==> config.mk <==
export PLATFORM = sky130hd
export DESIGN_NAME = fifo_wr_arbiter
export DESIGN_NICKNAME = d
export VERILOG_FILES = /design/src/rtl/fifo_wr_arbiter_pkg.sv /design/src/rtl/fifo_wr_arbiter_rr_pick.sv /design/src/rtl/fifo_wr_arbiter.sv
export SDC_FILE = /design/constraint.sdc
export NUM_CORES = 1
export LEC_CHECK = 0
export ABC_AREA = 1
export CORE_AREA = 8 8 69 71
export CTS_CLUSTER_DIAMETER = 30
export CTS_CLUSTER_SIZE = 30
export DETAILED_ROUTE_END_ITERATION = 10
export DIE_AREA = 0 0 77 79
export PLACE_DENSITY = 0.75
export SETUP_SLACK_MARGIN = 0.15
export SYNTH_ARGS = -nofsm -noshare
export SYNTH_HDL_FRONTEND = slang
export SYNTH_SLANG_ARGS = --single-unit
==> constraint.sdc <==
create_clock -name clk -period 1.6 [get_ports clk]
set_input_delay 0.24 -clock clk [delete_from_list [all_inputs] [get_ports clk]]
set_output_delay 0.24 -clock clk [all_outputs]
set_load 0.05 [all_outputs]
==> src/rtl/fifo_wr_arbiter_pkg.sv <==
// Shared types and constants for the FIFO write-port arbiter.
package fifo_arb_pkg;

  typedef enum logic {
    IDLE  = 1'b0,
    BURST = 1'b1
  } arb_state_e;

  localparam int FIFO_DEPTH = 64;
  localparam int FIFO_DW    = 8;
  localparam int CNT_W      = 8;
  localparam int OWN_W      = 3;

  // Room for one more beat: the in-flight write is not yet in the occupancy count,
  // so it is added before comparing against the capacity (one extra bit avoids wrap).
  function automatic logic space_ok(
    input logic             full,
    input logic [CNT_W-1:0] cnt,
    input logic             wr_in_flight,
    input logic [CNT_W:0]   depth_lim
  );
    logic [CNT_W:0] sum;
    sum = {1'b0, cnt} + {{CNT_W{1'b0}}, wr_in_flight};
    return (!full) && (sum < depth_lim);
  endfunction

endpackage

==> src/rtl/fifo_wr_arbiter_rr_pick.sv <==
// Round-robin pick: first set request after the last owner, wrapping modulo N_REQ.
module rr_pick
  import fifo_arb_pkg::*;
#(
  parameter int N_REQ = 4
) (
  input  logic [N_REQ-1:0] i_req,
  input  logic [OWN_W-1:0] i_last,
  output logic [OWN_W-1:0] o_pick,
  output logic             o_valid
);

  logic [2*N_REQ-1:0] w_dbl;
  logic [2*N_REQ-1:0] w_mask;
  logic [2*N_REQ-1:0] w_cand;

  assign w_dbl  = {i_req, i_req};
  assign w_cand = w_dbl & w_mask;

  // Window over the doubled vector: positions last+1 .. last+N_REQ
  always_comb begin
    w_mask = '0;
    for (int j = 0; j < 2*N_REQ; j++) begin
      w_mask[j] = (j > int'(i_last)) && (j <= int'(i_last) + N_REQ);
    end
  end

  // Lowest set candidate wins; scanning downward lets the lowest overwrite last
  always_comb begin
    o_pick  = '0;
    o_valid = 1'b0;
    for (int j = 2*N_REQ-1; j >= 0; j--) begin
      o_pick  = w_cand[j] ? ((j >= N_REQ) ? OWN_W'(j - N_REQ) : OWN_W'(j)) : o_pick;
      o_valid = o_valid | w_cand[j];
    end
  end

endmodule

==> src/rtl/fifo_wr_arbiter.sv <==
// Round-robin burst arbiter sharing one FIFO write port between N_REQ producers.
// Owner is chosen only in IDLE, so a burst is never interleaved with another requester.
module fifo_wr_arbiter
  import fifo_arb_pkg::*;
#(
  parameter int N_REQ     = 4,
  parameter int DW        = FIFO_DW,
  parameter int DEPTH     = FIFO_DEPTH,
  parameter int MAX_BURST = 8
) (
  input  logic                clk,
  input  logic                rst_n,
  input  logic [N_REQ-1:0]    req,
  input  logic [N_REQ*DW-1:0] req_data,
  output logic [N_REQ-1:0]    gnt,
  output logic                fifo_wr_en,
  output logic [DW-1:0]       fifo_buf_in,
  input  logic                fifo_buf_full,
  input  logic [CNT_W-1:0]    fifo_counter,
  output logic [OWN_W-1:0]    owner,
  output logic                busy
);

  localparam logic [CNT_W-1:0] LAST_BEAT = CNT_W'(MAX_BURST - 1);
  localparam logic [OWN_W-1:0] RST_OWNER = OWN_W'(N_REQ - 1);
  localparam logic [CNT_W:0]   DEPTH_LIM = (CNT_W+1)'(DEPTH);

  arb_state_e       r_state;
  arb_state_e       w_next_state;
  logic [OWN_W-1:0] r_owner;
  logic [CNT_W-1:0] r_beat_cnt;
  logic             r_wr_en;
  logic [DW-1:0]    r_buf_in;

  logic             w_own_req;
  logic [DW-1:0]    w_own_data;
  logic             w_space_ok;
  logic             w_accept;
  logic [OWN_W-1:0] w_pick;
  logic             w_pick_valid;

  rr_pick #(
    .N_REQ (N_REQ)
  ) u_rr_pick (
    .i_req   (req),
    .i_last  (r_owner),
    .o_pick  (w_pick),
    .o_valid (w_pick_valid)
  );

  assign w_space_ok = space_ok(fifo_buf_full, fifo_counter, r_wr_en, DEPTH_LIM);
  assign w_accept   = (r_state == BURST) && w_own_req && w_space_ok;

  assign fifo_wr_en  = r_wr_en;
  assign fifo_buf_in = r_buf_in;
  assign owner       = r_owner;
  assign busy        = (r_state == BURST);

  // AND-OR mux of the current owner's request and data; only indices below N_REQ match
  always_comb begin
    w_own_req  = 1'b0;
    w_own_data = '0;
    for (int i = 0; i < N_REQ; i++) begin
      w_own_req  = w_own_req  | (req[i] & (r_owner == OWN_W'(i)));
      w_own_data = w_own_data | (req_data[i*DW +: DW] & {DW{r_owner == OWN_W'(i)}});
    end
  end

  // One-hot grant to the owner whenever its beat is accepted
  always_comb begin
    gnt = '0;
    for (int i = 0; i < N_REQ; i++) begin
      gnt[i] = w_accept && (r_owner == OWN_W'(i));
    end
  end

  // Next-state: arbitrate in IDLE, leave BURST on release or after the last allowed beat
  always_comb begin
    w_next_state = r_state;
    case (r_state)
      IDLE: begin
        if (w_pick_valid) begin
          w_next_state = BURST;
        end else begin
          w_next_state = IDLE;
        end
      end
      BURST: begin
        if (!w_own_req) begin
          w_next_state = IDLE;
        end else if (w_accept && (r_beat_cnt == LAST_BEAT)) begin
          w_next_state = IDLE;
        end else begin
          w_next_state = BURST;
        end
      end
      default: w_next_state = IDLE;
    endcase
  end

  // State register
  always_ff @(posedge clk or negedge rst_n) begin
    if (!rst_n) begin
      r_state <= IDLE;
    end else begin
      r_state <= w_next_state;
    end
  end

  // Ownership latched at arbitration; beat counter restarts with each new burst
  always_ff @(posedge clk or negedge rst_n) begin
    if (!rst_n) begin
      r_owner    <= RST_OWNER;
      r_beat_cnt <= '0;
    end else if ((r_state == IDLE) && w_pick_valid) begin
      r_owner    <= w_pick;
      r_beat_cnt <= '0;
    end else if (w_accept) begin
      r_beat_cnt <= r_beat_cnt + CNT_W'(1);
    end
  end

  // Output register stage: accepted beat reaches the FIFO one cycle later; data holds otherwise
  always_ff @(posedge clk or negedge rst_n) begin
    if (!rst_n) begin
      r_wr_en  <= 1'b0;
      r_buf_in <= '0;
    end else begin
      r_wr_en <= w_accept;
      if (w_accept) begin
        r_buf_in <= w_own_data;
      end
    end
  end

endmodule

# Word-level counts from Yosys, hierarchy flattened
# Index checks and enable logic that the tools add are counted.
# word_totals
rom_bits	0
memories	0
inputBits	47
mem_bits_rw	0
latch_bits	0
register_bits	21
# classes
div	0
n_mux	14
shifts	0
bitwise_logic	23
reduce_logical	19
n_eq_ne	4
mul	0
magnitude_cmp	15
n_addsub	3
# op_table
cell	count
4-bit by 32-bit <= comparator with 1-bit output (first input constant)	4
3-bit by 32-bit <= comparator with 1-bit output (first input constant)	2
8-bit bitwise AND	5
2-bit by 32-bit <= comparator with 1-bit output (first input constant)	1
8-bit bitwise OR	3
3-bit two-way mux	7
1-bit logical AND	16
8-bit two-way mux	2
3-bit > comparator (first input constant)	4
1-bit bitwise OR	10
8-bit by 1-bit adder with 9-bit output	1
9-bit by 7-bit < comparator with 1-bit output (second input constant)	1
8-bit by 1-bit adder with 8-bit output (second input constant)	1
8-bit by 3-bit == test with 1-bit output (second input constant)	1
3-bit by 2-bit == test with 1-bit output (second input constant)	2
2-bit by 3-bit > comparator with 1-bit output (first input constant)	2
3-bit by 3-bit adder with 4-bit output (second input constant)	1
1-bit bitwise AND	4
3-bit by 1-bit == test with 1-bit output (second input constant)	1
1-bit by 3-bit > comparator with 1-bit output (first input constant)	1
3-bit logical NOT	1
1-bit two-way mux	3
2-bit two-way mux	1
1-bit one-hot mux with 2 select lines	1
3 further kinds	3

# Longest topological paths before layout
# Gate-level depths: netlist (run 1).
# logic_depth
ltp_word	13
depth_mapped	11
ltp_nobuf	9

# Cells and area by module
# Synthesis (run 1) repeated with hierarchy kept, for this count alone.
# hier_totals
hier_cells	224
hier_area_um2	1506.4
# by_module_without_submodules
mod	area_each_um2	cells_each	n_inst
fifo_wr_arbiter	1327.5	187	1
rr_pick	178.9	37	1

# Worst setup path before layout (run 1)
# OpenSTA, ideal clock, no wires.
# synth_path
kind	register to output
start	register r_owner[0] (netlist: owner[0])
end	output port gnt[1]
path_stages_with_launch	9
t_arrival_ns	2.419
setup_slack_ns	-1.059
n_path_buf	2
cell_sequence	dfstp_2 buf_4 nand3_1 nand2_1 inv_2 nand2_2 nand3_4 buf_6 nor3_1
# synth_via
elab_chain_cells	8
elab_cells_between_ends	14
classes_between	eq/ne: 3; bitwise: 7; reduce/logical: 4
# synth_rtl
element	line_no	source
start, declared	fifo_wr_arbiter.sv:30	logic [OWN_W-1:0] r_owner;
start signal, assigned	fifo_wr_arbiter.sv:116	r_owner <= w_pick;
3-bit by 1-bit == test with 1-bit output / 3-bit logical NOT (equally long branches)	fifo_wr_arbiter.sv:64, fifo_wr_arbiter.sv:73	
1-bit bitwise AND	fifo_wr_arbiter.sv:64	w_own_req = w_own_req | (req[i] & (r_owner == OWN_W'(i)));
1-bit bitwise OR (3 in a row)	fifo_wr_arbiter.sv:64	
1-bit logical AND (2 in a row)	fifo_wr_arbiter.sv:52	assign w_accept = (r_state == BURST) && w_own_req && w_space_ok;
1-bit logical AND *	fifo_wr_arbiter.sv:73	gnt[i] = w_accept && (r_owner == OWN_W'(i));
end, declared	fifo_wr_arbiter.sv:15	output logic [N_REQ-1:0] gnt,
# Mark *: on every way between the ends. The rest lies on a longest branch, timed or not.

# Worst setup path in the final report (run 1)
# layout_path
start	register r_owner[1] (netlist: owner[1])
end	output port gnt[3]
# layout_via
elab_chain_cells	8
elab_cells_between_ends	14
classes_between	eq/ne: 3; bitwise: 7; reduce/logical: 4
# layout_rtl
element	line_no
3-bit by 1-bit == test with 1-bit output / 3-bit logical NOT (equally long branches)	fifo_wr_arbiter.sv:64
1-bit bitwise AND	fifo_wr_arbiter.sv:64
1-bit bitwise OR (3 in a row)	fifo_wr_arbiter.sv:64
1-bit logical AND (2 in a row)	fifo_wr_arbiter.sv:52
1-bit logical AND *	fifo_wr_arbiter.sv:73
# Marked as above.

==> metrics.md, run 1 <==
| Metric | Value |
|---|---|
| Flop2flop setup slack | `-0.18 ns` |
| Internal | `roughly 2000 uW` |
| Overflow after GRT | `0` |
| CP max stage delay | `0.59 ns` |
| Ys Warns | `0` |
| Starting Density | `0.373` |
| Post-DP HPWL | `3.21 mm` |
| Worst setup EP type | `output pin` |
| Via count | `1,723` |
| Worst Clk Skew | `approximately 0.0016 ns` |
| I/O pin cnt | `64` |
| # setup viols final | `21` |
| Synth cell count leaders | `81 x nand2_1, 22 x nand3_1, 22 x nor2_1, 18 x dfrtp_1, 17 x inv_1` |
| Buf+Inv Stages, Crit Path | `3` |
| Post-Syn Instances | `~210` |
| Slew Limit Fails | `0` |
| RSZ-0062 raised after global routing | `true` |
| Top-area cell type share of the netlist area | `0.318` |
| Row cnt | `23` |
| Failing checks | `negative setup slack` |
| Crit Path Class | `reg -> out` |
| Antenna diode count | `0` |
| Synthesized area | `about 1400 um2` |
| Startpoint types | `flop` |
| Register clock-pin slew on the reported worst setup and hold paths | `0.08 ns` |
| Asr flop ratio synth | `1.00` |
| Syn-to-layout area delta | `80.8%` |
| Sw Pwr | `1840 uW` |
| Switch share | `0.478` |
| Slowest CP cell | `dfstp_2` |
| Final worst slack | `-0.381 ns` |
| Sequential power share | `0.207` |
| Worst r2r dst | `r_beat_cnt[4]` |
| Final Hold Vio Count | `0` |
| Inst Count DP | `336` |
| H-tree Lvls | `1` |
| DRC Markers | `0` |
| Worst slack at placement | `-0.208 ns` |
| Post-DRT Antenna Nets | `0` |
| R2R depth | `11` |
| Gr usage total | `0.150` |
| Yosys reg bits | `20` |
| EDFF count, synth | `0` |
| Maximum clock rate | `0.505 GHz` |
| Leak | `0.00125 uW` |
| Top-count cell post-synth | `nand2_1` |
| Cell Count, Final, Fillers Out | `about 360` |
| Cts-stage hold buffer count | `0` |
| Syn avg cell area | `6.64 um2` |
| Power per Cell Area | `1500 nW/um2` |
| Clk network pwr share | `0.107` |
| Syn Nets | `261` |
| Status | `finished with violations` |
| Die Span Y | `79 um` |
| CTS Buffer Depth | `2` |
| Part of the cycle the worst path needs | `1.24` |
| Total CTS buffers | `3` |
| Worst setup path start | `owner[1]` |
| Share of cells above drive strength 1 | `0.309` |
| Crit path DAT | `1.74 ns` |
| Vias in the first global route | `1,671` |
| Worst-skew pair later-pin latency | `0.27 ns` |
| Critical path required time | `roughly 1.4 ns` |
| Die area | `6080 um2` |
| Core area | `3800 um2` |
| CTS Sinks | `20` |
| IO buf count | `62` |
| Pre-Repair DR Iteration Count | `4` |
| Vias per cell | `about 4.8` |
| First-pass GRT wire length | `around 7.5 mm` |
| Cell taking the most area after synthesis | `dfrtp_1` |
| Maxcap violations | `0` |
| Most used DFF post-synth | `dfrtp_1` |
| Drt wl/cell | `13.1 um` |
| Chip Width | `77 um` |
| Seq/Total Area, Yosys | `0.355` |
| Termination of the worst setup path | `gnt[3]` |
| Worst path depth | `8` |
| Part of the power in combinational logic | `0.686` |
| CTS tree | `done` |
| VDD IR-drop max | `0.777 mV` |
| CTS root buf | `clkbuf_8` |
| Critical path cell sequence | `nand3_2, nand2_2, inv_2, nand2_2, nand3_4, buf_12, nor2_4, buf_12` |
| Nets | `356` |
| Worst Hold Class | `in -> async` |
| DRT Wirelength | `about 4.7 mm` |
| Final Critical Period | `1.98 ns` |
| 1st-iter DRT viols | `85` |
| Post-synthesis cell type count | `26` |
| Placer Congestion | `0.809` |
| RR Startpoint | `owner[1]` |
| Largest net degree at the start of global routing | `21` |
| CP top delay family | `flip-flops` |
| Crit path max fanout | `5` |
| Initial antenna violation count | `0` |
| Top area cells in the synthesized netlist | `dfrtp_1 32%, nand2_1 21%, nand3_1 7.8%` |
-- repair_timing --
| action | in CTS | in global routing |
|---|---|---|
| endpoints found under the setup margin | 24 | 25 |
| pin swaps | 9 | 3 |
| gates resized for setup | 24 | 10 |
| buffers inserted | 9 | 5 |
| cloned | 2 | 1 |
-- cell type report --
class,instances,area (um2)
clock buffers,4,55.1
fillers,309,1240
inverters,21,81.3
multi-input cells,167,898
flip-flops and latches,20,503
well taps,50,62.6
repair buffers,95,958
-- stage by stage --
stage	hold slack (ns)	TNS [ns]	cell area (um2)	power [uW]	util
floorplan	-0.0556	-2.01	1470	2140	-
global placement	0.473	-2.00	2250	2850	0.592
detailed placement	0.475	-2.47	2250	2870	0.592
CTS	0.326	-2.13	2480	3610	0.653
global route	0.334	-3.84	2560	4070	0.674
finish	0.313	-2.63	2560	3840	0.674
-- state kept, by name (all words and copies together) (netlist names) --
name / cells
busy: 1
fifo_buf_in: 8
fifo_wr_en: 1
owner: 2
r_beat_cnt: 8
-- cell usage in the layout, fill, tap and decap left out, types with 12 or more instances in the layout --
cell type	netlist	routed
nand2_1	81	69
clkdlybuf4s50_1	0	46
buf_4	3	33
nand3_1	22	20
nor2_1	22	18
dfrtp_1	18	18
inv_1	17	15
nand2_2	1	12
-- how the worst min path moves through the flow --
stage / start / depth (start not counted) / endpoint
2_1_floorplan: rst_n / 0 / busy
3_3_place_gp: fifo_buf_in[6] / 2 / fifo_buf_in[6]
3_5_place_dp: fifo_buf_in[0] / 2 / fifo_buf_in[0]
4_1_cts: rst_n / 2 / r_beat_cnt[5]
5_1_grt: rst_n / 2 / r_beat_cnt[5]
6_report: rst_n / 2 / r_beat_cnt[5]
-- power groups by stage --
stage	clock [uW]	combinational (uW)	sequential, uW
2_1_floorplan	0	963	1180
3_3_place_gp	0	2050	802
3_5_place_dp	0	2060	804
4_1_cts	406	2420	784
5_1_grt	436	2830	813
6_report	412	2640	796
-- layer usage --
metal,GRT usage,routed length (um)
met5,0,0
met2,0.259,2220
met3,0.0530,405
met1,0.160,1940
met4,0.0755,122
-- cell families after synthesis --
group                      share of synthesized area
and+or+nand+nor                                0.429
buffers and inverters                          0.105
AOI/OAI and AO/OA                             0.0867
DFF                                            0.355
xor gates and xnor gates                      0.0124
adders and majority gates                    0.00884
other                                        0.00265
Power figures use the tool's default switching activity.
==> run 2, diff against run 1 <==
==> constraint.sdc (replaced) <==
create_clock -name clk -period 1.6 [get_ports clk]
set_input_delay 0.24 -clock clk [delete_from_list [all_inputs] [get_ports clk]]
set_output_delay 0.24 -clock clk [all_outputs]
set_load 0.01 [all_outputs]
==> metrics.md, run 2 (same netlist as run 1, synthesis figures left out) <==
| Metric | Value |
|---|---|
| I/O pin cnt | `64 (unchanged)` |
| RSZ-0062 raised after global routing | `true` |
| 1st-iter DRT viols | `162 (+91%)` |
| Worst-skew pair later-pin latency | `0.26 ns (about the same)` |
| Crit Path Class | `reg -> out` |
| H-tree Lvls | `1 (unchanged)` |
| Vias per cell | `5.06 (+4.7%)` |
| Die area | `6080 um2 (unchanged)` |
| Antenna diode count | `0 (unchanged)` |
| Syn-to-layout area delta | `93.7%` |
| Commonest non-fill, non-tap cell in the layout | `nand2_1` |
| Chip Width | `77 um (unchanged)` |
| Status | `finished with violations` |
| Startpoint types | `flop` |
| Crit path max fanout | `5 (unchanged)` |
| Gr usage total | `0.146 (-0.00439)` |
| Most frequent cells in the layout | `59 x nand2_1, 47 x clkdlybuf4s50_1, 19 x nand3_1, 18 x nand2_2, 18 x dfrtp_1` |
| IO buf count | `62 (unchanged)` |
| Flop2flop setup slack | `-0.21 ns (-0.03 ns)` |
| Maximum clock rate | `0.545 GHz (+7.9%)` |
| Die Span Y | `79 um (unchanged)` |
| Area of the multi-input gates | `943 um2 (+5.0%)` |
| Register clock-pin slew on the reported worst setup and hold paths | `0.07 ns (about the same)` |
| Fill count | `281 (-9.1%)` |
| Nets | `360 (+1.1%)` |
| Pre-Repair DR Iteration Count | `4 (unchanged)` |
| Critical path required time | `1.36 ns (about the same)` |
| Final worst slack | `-0.235 ns (+0.145 ns)` |
| Initial antenna violation count | `0 (unchanged)` |
| Row cnt | `23 (unchanged)` |
| DRC Markers | `0 (unchanged)` |
| Slew Limit Fails | `0 (unchanged)` |
| Via count | `1,825 (+5.9%)` |
| Worst Hold Class | `in -> async` |
| CTS Sinks | `20 (unchanged)` |
| Post-DP HPWL | `3.31 mm (+3.3%)` |
| First-pass GRT wire length | `7.36 mm (-2.6%)` |
| Share of cells above drive strength 1 | `0.334 (+0.0250)` |
| Total CTS buffers | `3 (unchanged)` |
| Power per Cell Area | `1350 nW/um2 (-9.9%)` |
| Setup TNS | `-4.01 ns (-1.38 ns)` |
| Register Area | `503 um2 (unchanged)` |
| CTS root buf | `clkbuf_8` |
| VDD IR-drop max | `0.731 mV (-6.0%)` |
| Drt wl/cell | `14.2 um (+8.4%)` |
| Final Critical Period | `1.84 ns (-0.145 ns)` |
| Post-DRT Antenna Nets | `0 (unchanged)` |
| Cts-stage hold buffer count | `0 (unchanged)` |
| Failing checks | `negative setup slack` |
| Vias in the first global route | `1,678 (+0.42%)` |
| Placer Congestion | `0.831 (+2.8%)` |
| Overflow after GRT | `0 (unchanged)` |
| Starting Density | `0.373 (unchanged)` |
| Inst Count DP | `339 (+0.89%)` |
| Worst Clk Skew | `0.00569 ns (+0.00407 ns)` |
| Largest net degree at the start of global routing | `21 (unchanged)` |
| CTS Buffer Depth | `2 (unchanged)` |
| Final Hold Vio Count | `0 (unchanged)` |
| Layout Utilization | `0.722 (+0.0481)` |
| CTS tree | `done` |
| Cell Count, Final, Fillers Out | `361 (+1.1%)` |
| # setup viols final | `25 (+19%)` |
| Leak | `0.00140 uW (+12%)` |
| Worst setup EP type | `output pin` |
| Part of the cycle the worst path needs | `1.15 (-0.0907)` |
| Maxcap violations | `0 (unchanged)` |
| Crit path DAT | `1.60 ns (-0.14 ns)` |
| Core area | `3800 um2 (unchanged)` |
| DRT Wirelength | `5.14 mm (+9.7%)` |
run 2: metrics by stage:
step / cell area (um2) / power, uW / hold WS (ns) / setup WS, ns
floorplan: 1460 / 1750 / -0.0556 / 0.0265
global placement: 2240 / 2530 / 0.466 / -0.482
detailed placement: 2240 / 2550 / 0.474 / -0.566
CTS: 2490 / 3200 / 0.331 / -0.188
global route: 2740 / 3950 / 0.338 / -0.316
finish: 2740 / 3710 / 0.320 / -0.235
run 2: area by class of cell:
class	instances	area share
Timing Repair Buffer	101	0.394
Multi-Input combinational cell	165	0.344
Sequential cell	20	0.183
Inverter	21	0.0356
Tap cell	50	0.0228
Clock buffer	4	0.0201
run 2: critical path, stage by stage (launching register included):
cell and delay (ns):
dfstp_2 0.58, nand3_2 0.11, nand2_2 0.09, inv_2 0.04, nand2_2 0.07, nand3_4 0.14, nor3_4 0.15, buf_2 0.16
run 2: per-layer routing:
metal | wire (um) | vias up | track usage
met3 | 573 | 18 | 0.0632
met4 | 102 | 0 | 0.0396
met5 | 0 | - | 0
met2 | 2570 | 109 | 0.257
li1 | - | 874 | -
met1 | 1900 | 824 | 0.156
run 2: final timing paths:
check	start	endpoint	depth (start not counted)
hold reg to reg	fifo_buf_in[7]	fifo_buf_in[7]	2
min in group clk	fifo_buf_in[7]	fifo_buf_in[7]	2
setup / recovery	owner[1]	gnt[2]	7
hold / removal	rst_n	fifo_buf_in[6]	2
max in group asynchronous	rst_n	owner[1]	2
setup reg to reg	owner[1]	fifo_buf_in[5]	11
run 2: power by group:
| part | switching, uW | internal, uW | total [uW] |
|---|---|---|---|
| Clock | 162 | 219 | 381 |
| Combinational | 1270 | 1260 | 2540 |
| Sequential | 133 | 662 | 795 |
| Total | 1570 | 2140 | 3710 |
run 2: timing repair:
action / 4_1_cts / 5_1_grt
setup endpoints to repair: 28 / 28
resized for setup: 51 / 57
pin swaps: 4 / 12
cloned: 2 / 1
buffers inserted: 9 / 6
==> run 3, diff against run 2 <==
- CORE_AREA: 8 8 69 71 -> 8 8 66 68
- DIE_AREA: 0 0 77 79 -> 0 0 74 76
- PLACE_DENSITY: 0.75 -> 0.82
- clock period: 1.6 -> 2.2 ns (I/O delays scaled with it)
==> metrics.md, run 3 (same netlist as run 1, synthesis figures left out) <==
| Metric | Value |
|---|---|
| Largest net degree at the start of global routing | `23 (+9.5%)` |
| Part of the cycle the worst path needs | `0.888` |
| CP max stage delay | `0.60 ns (+0.02 ns)` |
| Fill count | `328 (+17%)` |
| Pre-Repair DR Iteration Count | `4 (unchanged)` |
| Initial antenna violation count | `0 (unchanged)` |
| Startpoint types | `flop` |
| Inst Count DP | `326 (-3.8%)` |
| Row cnt | `22 (-4.3%)` |
| Final Hold Vio Count | `0 (unchanged)` |
| Vias in the first global route | `1,599 (-4.7%)` |
| IO buf count | `62 (unchanged)` |
| Drt wl/cell | `11.9 um (-17%)` |
| Worst-skew pair later-pin latency | `0.31 ns (+0.05 ns)` |
| Critical path cell sequence | `nand2_1, nand2_1, nand2_2, nand2_2, nand3_4, nor3_1, clkbuf_2` |
| Maxcap violations | `0 (unchanged)` |
| Leak | `0.00107 uW (-24%)` |
| Buf+Inv Stages, Crit Path | `1 (-1)` |
| Die Span Y | `76 um (-3.8%)` |
| Commonest non-fill, non-tap cell in the layout | `nand2_1` |
| Core area | `3440 um2 (-9.4%)` |
| Status | `complete, no violations` |
| Cell Count, Final, Fillers Out | `334 (-7.5%)` |
| CTS Buffer Depth | `2 (unchanged)` |
| Gr usage total | `0.152 (+0.00628)` |
| Vias per cell | `4.74 (-6.2%)` |
| Crit path DAT | `1.62 ns (+0.02 ns)` |
| Total power | `1890 uW (-49%)` |
| Syn-to-layout area delta | `53.1%` |
| Hold Slack | `0.344 ns (+0.0237 ns)` |
| Crit Path Class | `reg -> out` |
| Nets | `335 (-6.9%)` |
| Slew HR | `0.635` |
| CTS tree | `done` |
| Slowest CP cell | `dfstp_2` |
| Die area | `5620 um2 (-7.5%)` |
| Register Area | `503 um2 (unchanged)` |
| CTS Sinks | `20 (unchanged)` |
| # setup viols final | `0 (-100%)` |
| DRT Wirelength | `3.97 mm (-23%)` |
| RSZ-0062 raised after global routing | `true` |
| Post-DP HPWL | `3.16 mm (-4.7%)` |
| Power per Cell Area | `872 nW/um2 (-36%)` |
| Antenna diode count | `0 (unchanged)` |
| Starting Density | `0.411 (+0.0387)` |
| CTS root buf | `clkbuf_4` |
| Overflow after GRT | `0 (unchanged)` |
| Worst Hold Class | `in -> async` |
| Total CTS buffers | `3 (unchanged)` |
| H-tree Lvls | `1 (unchanged)` |
| Final Critical Period | `between 1.5 and 2 ns` |
| DRC Markers | `0 (unchanged)` |
| First-pass GRT wire length | `7.04 mm (-4.2%)` |
| Area of the multi-input gates | `776 um2 (-18%)` |
| Slew Limit Fails | `0 (unchanged)` |
| Share of cells above drive strength 1 | `0.143 (-0.191)` |
| Worst Max-Slew Pin Slew | `0.546 ns` |
| I/O pin cnt | `64 (unchanged)` |
| Critical path required time | `1.87 ns (+0.51 ns)` |
| VDD IR-drop max | `0.451 mV (-38%)` |
| CP top delay family | `flip-flops` |
| Post-DRT Antenna Nets | `0 (unchanged)` |
| Worst Clk Skew | `0.00267 ns (-0.00302 ns)` |
| Maximum clock rate | `0.512 GHz` |
| Register clock-pin slew on the reported worst setup and hold paths | `0.12 ns (+0.05 ns)` |
| Setup TNS | `0 ns (+4.01 ns)` |
| Worst setup EP type | `output pin` |
| Most frequent cells in the layout | `80 x nand2_1, 58 x clkdlybuf4s50_1, 22 x nor2_1, 21 x nand3_1, 18 x dfrtp_1` |
| Via count | `1,583 (-13%)` |
| Placer Congestion | `0.856 (+2.9%)` |
| 1st-iter DRT viols | `56 (-65%)` |
| Flop2flop setup slack | `0.29 ns (+0.50 ns)` |
| Chip Width | `74 um (-3.9%)` |
| Crit path max fanout | `5 (unchanged)` |
==> run 3: changes by cell type in the layout (fill, tap and decap cells not counted), moves of 6 or more <==
| cell | before | now |
|---|---|---|
| nand2_2 | 18 | 2 |
| clkdlybuf4s50_1 | 47 | 58 |
| buf_6 | 17 | 1 |
| nor2_1 | 16 | 22 |
| nand2_1 | 59 | 80 |
| dlymetal6s2s_1 | 7 | 0 |
==> run 3: path summary, 6_finish.rpt <==
path,start,to,depth (start not counted)
min in group clk,fifo_buf_in[6],fifo_buf_in[6],2
hold reg to reg,fifo_buf_in[6],fifo_buf_in[6],2
setup reg to reg,owner[1],r_beat_cnt[3],13
hold / removal,rst_n,r_beat_cnt[5],2
setup / recovery,owner[1],gnt[1],7
max in group asynchronous,rst_n,owner[0],2
==> run 3: where the power goes <==
part	internal, uW	switching [uW]	leakage (uW)
Sequential	480	80.1	0.000260
Clock	101	121	0.0000210
Combinational	495	613	0.000790
Total	1080	813	0.00107
==> run 3: cell type report <==
cell class | instances | share of cell area
Multi-Input combinational cell | 165 | 0.358
Timing Repair Buffer | 76 | 0.328
Sequential cell | 20 | 0.232
Inverter | 21 | 0.0376
Tap cell | 48 | 0.0277
Clock buffer | 4 | 0.0168
==> run 3: what timing repair did <==
item                                    CTS  global route
hold buffers                              0             0
gates cloned                              0             0
endpoints found under the setup margin    4             4
resized for setup                         9             8
setup buffers                             3             1
==> run 3: per-stage QoR <==
step | cell area [um2] | utilization | setup slack [ns]
CTS | 2160 | 0.629 | 0.153
finish | 2170 | 0.629 | 0.246
detailed placement | 2100 | 0.611 | -0.0929
global route | 2170 | 0.629 | 0.121
global placement | 2100 | 0.611 | -0.0255
floorplan | 1420 | - | 0.436
==> run 3: metal layers <==
layer / GRT usage / vias up / share of wire
met4: 0.0600 / 0 / 0.020
met5: 0 / - / 0
li1: - / 822 / -
met3: 0.0632 / 7 / 0.11
met2: 0.230 / 59 / 0.44
met1: 0.183 / 695 / 0.43
